File: config.mk
export PLATFORM = sky130hd
export DESIGN_NAME = vga_timing_gen
export DESIGN_NICKNAME = d
export VERILOG_FILES = /design/src/rtl/vga_timing_gen.sv
export SDC_FILE = /design/constraint.sdc
export NUM_CORES = 1
export LEC_CHECK = 0
export BUFFER_PORTS_ARGS = -buffer_cell sky130_fd_sc_hd__buf_2
export CAP_MARGIN = 30
export CORE_ASPECT_RATIO = 1.75
export CORE_MARGIN = 2
export CORE_UTILIZATION = 54
export DETAILED_ROUTE_END_ITERATION = 12
export PLACE_DENSITY = 0.9
export SLEW_MARGIN = 20
export SYNTH_ARGS = -nofsm -noshare
export SYNTH_HDL_FRONTEND = slang
export SYNTH_SLANG_ARGS = --single-unit
File: constraint.sdc
create_clock -name vga_clk -period 2.32 [get_ports vga_clk]
set_input_delay 0.116 -clock vga_clk [delete_from_list [all_inputs] [get_ports vga_clk]]
set_output_delay 0.116 -clock vga_clk [all_outputs]
set_load 0.02 [all_outputs]
File: src/rtl/vga_timing_gen.sv
// VGA raster timing generator: DrawX/DrawY counters with registered blank, sync and strobe decodes.
// Optional macro VGA_SYNC_DELAY_EN delays hs/vs by two clocks to match a ROM-plus-register renderer.
module vga_timing_gen #(
  parameter int H_VISIBLE = 640,
  parameter int H_FRONT   = 16,
  parameter int H_SYNC    = 96,
  parameter int H_BACK    = 48,
  parameter int V_VISIBLE = 480,
  parameter int V_FRONT   = 10,
  parameter int V_SYNC    = 2,
  parameter int V_BACK    = 33
) (
  input  logic       vga_clk,
  input  logic       reset,
  output logic [9:0] DrawX,
  output logic [9:0] DrawY,
  output logic       blank,
  output logic       hs,
  output logic       vs,
  output logic       sync,
  output logic       line_start,
  output logic       frame_start
);

  localparam int H_TOTAL = H_VISIBLE + H_FRONT + H_SYNC + H_BACK;
  localparam int V_TOTAL = V_VISIBLE + V_FRONT + V_SYNC + V_BACK;

  if (H_TOTAL > 1024 || V_TOTAL > 1024) begin : g_timing_too_large
    $error("vga_timing_gen: H_TOTAL and V_TOTAL must not exceed 1024");
  end

  localparam logic [9:0]  H_LAST     = 10'(H_TOTAL - 1);
  localparam logic [9:0]  V_LAST     = 10'(V_TOTAL - 1);
  // 11-bit bounds so an end-of-range equal to 1024 still compares correctly.
  localparam logic [10:0] H_ACT_END  = 11'(H_VISIBLE);
  localparam logic [10:0] HS_BEGIN   = 11'(H_VISIBLE + H_FRONT);
  localparam logic [10:0] HS_END     = 11'(H_VISIBLE + H_FRONT + H_SYNC);
  localparam logic [10:0] V_ACT_END  = 11'(V_VISIBLE);
  localparam logic [10:0] VS_BEGIN   = 11'(V_VISIBLE + V_FRONT);
  localparam logic [10:0] VS_END     = 11'(V_VISIBLE + V_FRONT + V_SYNC);

  logic [9:0]  x_next;
  logic [9:0]  y_next;
  logic [10:0] x_wide;
  logic [10:0] y_wide;
  logic        hs_now;
  logic        vs_now;

  always_comb begin
    x_next = DrawX + 10'd1;
    y_next = DrawY;
    if (DrawX == H_LAST) begin
      x_next = '0;
      y_next = (DrawY == V_LAST) ? '0 : DrawY + 10'd1;
    end
  end

  assign x_wide = {1'b0, x_next};
  assign y_wide = {1'b0, y_next};

  // Flags decode the next-state counters so they land on the same edge as DrawX/DrawY.
  // NOTE: sequential state uses non-blocking assignments so every register samples pre-edge values.
  always_ff @(posedge vga_clk) begin
    if (reset) begin
      DrawX       <= '0;
      DrawY       <= '0;
      blank       <= 1'b0;
      hs_now      <= 1'b1;
      vs_now      <= 1'b1;
      line_start  <= 1'b0;
      frame_start <= 1'b0;
    end else begin
      DrawX       <= x_next;
      DrawY       <= y_next;
      blank       <= (x_wide < H_ACT_END) && (y_wide < V_ACT_END);
      hs_now      <= !((x_wide >= HS_BEGIN) && (x_wide < HS_END));
      vs_now      <= !((y_wide >= VS_BEGIN) && (y_wide < VS_END));
      line_start  <= (x_next == '0);
      frame_start <= (x_next == '0) && (y_next == '0);
    end
  end

  assign sync = 1'b0;

`ifdef VGA_SYNC_DELAY_EN
  logic [1:0] hs_pipe;
  logic [1:0] vs_pipe;

  // Stages reset to the inactive sync level so no spurious pulse follows reset.
  always_ff @(posedge vga_clk) begin
    if (reset) begin
      hs_pipe <= 2'b11;
      vs_pipe <= 2'b11;
    end else begin
      hs_pipe <= {hs_pipe[0], hs_now};
      vs_pipe <= {vs_pipe[0], vs_now};
    end
  end

  assign hs = hs_pipe[1];
  assign vs = vs_pipe[1];
`else
  assign hs = hs_now;
  assign vs = vs_now;
`endif

endmodule

==> results.yml <==
run_status:
  status: "finished, final reports clean"
cells_and_area:
  synthToLayoutAreaGrowth_pct: 15.5
  stdcell_area_um2: 1700
  finish.utilization_pct: 64.0
  fillers: 233
  antenna_cells: 0
  final_common_cell: "buf_2"
  layout-drive-gt1-share_pct: 24.9
  stdcell_count: 236
  nNetsFinal: 215
  layout_common_cells: "26 x buf_2, 25 x dfxtp_1, 21 x nor2_1"
run:
  maxCapViolations: 0
worst_hold_path:
  hold_class: "input pin to register"
worst_setup_path:
  cp.arrival_ns: 2.42
  end_kind: "register"
  critPathKind: "register to register"
  rrSetupSlack_ns: 0.10
  path_cells: "ha_1, and4_4, nand4_1, xor2_1, nand3_1, a2111o_1, nor4_2"
  critical_path.max_stage_delay_ns: 0.48
  crit_slowest_cell: "a2111o_1"
  worstPathRequired_ns: 2.52
  crit_fanout: 6
  start_kind: "register"
logic_synthesis:
  syn-mean-instance-area_um2: 8.27
  synthCells: 178
  synth_ff_type: "dfxtp_1"
  synth_edf_count: 0
  ys_warn_count: 0
  ys_seq_elements: 25
  ys_seq_area_share_pct: 34.0
  async_flop_share_pct: 0
  synth_fp_nets: 183
  synth_cell_types: 47
  synth_area_um2: 1470
global_route:
  grt_max_degree: 23
  grt_pass1_vias: 1415
  antenna_found_initial: 0
  globalRouteOverflowTotal: 0
  grtUsageTotal_pct: 27.4
  grt_pass1_wl_um: 6560
clocking:
  worst_setup_hold_path_clk_slew_ns: 0.09
  h-tree-depth: 1
  cts_buffer_depth: 2
  cts_tree: "built"
  numClockSinks: 25
  cts-root-buf: "clkbuf_8"
  numCtsBuffers: 3
  clock_latency_ns: 0.28
floorplanning:
  ios: 28
  coreArea_um2: 2660
  die-area_um2: 3180
  die_w_um: 43.5
  start_util_pct: 55.4
  fp.dieH_um: 73.1
  placementRows: 25
sta:
  slew_headroom_pct: 67.0
  max_freq_mhz: 451
  tightest_slew_ns: 0.492
  hold_viol: 0
  period_needed_ns: 2.22
  finalSetupViolations: 0
  maxSlewViolCount: 0
  finalCritPeriodShare_pct: 95.6
  worst_clock_skew_ns: 0.00419
drt:
  drc_errors: 0
  first_pass_iters: 4
  drt_iter0_drc: 49
  ant_nets: 0
  wl_per_cell_um: 16.5
  num_vias: 1453
  wirelength_um: 3900
  via_per_inst: 6.16
power:
  p_leak_nw: 0.675
  p_total_mw: 0.737
  ir_drop_v: 0.000305
  pwr_density_cell_nw_per_um2: 433
place:
  placed_area_um2: 1650
  portBuffers: 26
  place.gp.congestion: 0.931
  hpwlAfterDp_um: 2930
  dpl.cell_count: 231
-- cells in the mapped netlist (2+ instances only) --
cell,instances,area share [%]
nand4_1,4,1.7
nor4_1,2,0.85
o21ai_0,4,1.4
nor3_1,17,5.8
nand3_1,10,3.4
a31oi_1,4,1.7
nor2_1,21,5.4
xnor2_1,14,8.3
dfxtp_1,25,34
ha_1,3,2.5
a21oi_1,8,2.7
nand3b_1,2,1.0
nor2b_1,2,0.85
buf_4,2,1.0
inv_1,8,2.0
xor2_1,4,2.4
and3_1,5,2.1
nand2_1,8,2.0
clkbuf_1,6,1.5
nor4_2,2,1.7
-- critical path: cells and delay by family (launching register included) --
| kind | cells | cell delay (ns) |
|---|---|---|
| simple gates | 4 | 0.78 |
| compound gates | 1 | 0.48 |
| flops | 1 | 0.39 |
| xor+xnor | 1 | 0.25 |
| fa+ha+maj | 1 | 0.24 |
-- registers in the layout (all words and copies together) (netlist names) --
signal       flops
DrawX           10
DrawY           10
blank            1
frame_start      1
hs               1
line_start       1
vs               1
-- kinds of logic (layout without fill, tap and decap cells) --
| logic type | after synthesis | in the layout | share of synthesized area (%) |
|---|---|---|---|
| flip-flops | 25 | 25 | 34.0 |
| XOR/XNOR | 18 | 18 | 10.7 |
| adder cells (fa/ha/maj) | 3 | 3 | 2.55 |
| AND/OR/NAND/NOR | 84 | 84 | 33.0 |
| other | 1 | 1 | 0.255 |
| buffers and inverters | 19 | 50 | 7.05 |
| AO/OA/AOI/OAI | 28 | 28 | 12.4 |
-- per-layer routing --
layer  global-route usage [%]  vias up  routed length (µm)
met1                     29.8      674                1380
met3                     4.95       25                 169
met5                        0        -                   0
met2                     47.1       59                2140
li1                         -      695                   -
met4                     17.8        0                 204
-- per-stage QoR --
step	setup TNS [ns]	hold slack (ns)	worst slack, ns
after floorplan	0	0.209	0.0725
after global placement	0	0.488	0.178
after detailed placement	0	0.494	0.0675
after CTS	0	0.248	0.0447
after global routing	-0.00804	0.262	-0.00804
final	0	0.252	0.101
-- repair_timing --
item,CTS,global route
setup endpoints to repair,0,1
buffers inserted,0,1
resized for setup,0,2
hold buffers,0,0
-- final timing paths --
kind	start	endpoint	depth (start not counted)
hold reg to reg	DrawX[0]$_SDFF_PP0_	DrawX[0]$_SDFF_PP0_	1
hold / removal	reset	DrawY[8]$_SDFF_PP0_	2
setup / recovery	DrawX[0]$_SDFF_PP0_	frame_start$_SDFF_PP0_	7
setup reg to reg	DrawX[0]$_SDFF_PP0_	frame_start$_SDFF_PP0_	7
-- cell type report --
cell class | instances | area, µm² | area share (%)
clock buffers | 3 | 41.3 | 2.43
flip-flops and latches | 25 | 500 | 29.4
multi-input cells | 134 | 871 | 51.2
repair buffers | 38 | 220 | 12.9
well taps | 27 | 33.8 | 1.99
inverters | 8 | 30.0 | 1.76
clock inverters | 1 | 5.00 | 0.294
-- power breakdown --
part | total [mW] | internal [mW] | switching (mW)
registers | 0.440 | 0.434 | 0.00566
clock network | 0.266 | 0.121 | 0.145
logic | 0.0312 | 0.0104 | 0.0208
total | 0.737 | 0.565 | 0.171
No activity file was read; power rests on OpenSTA's default activity.
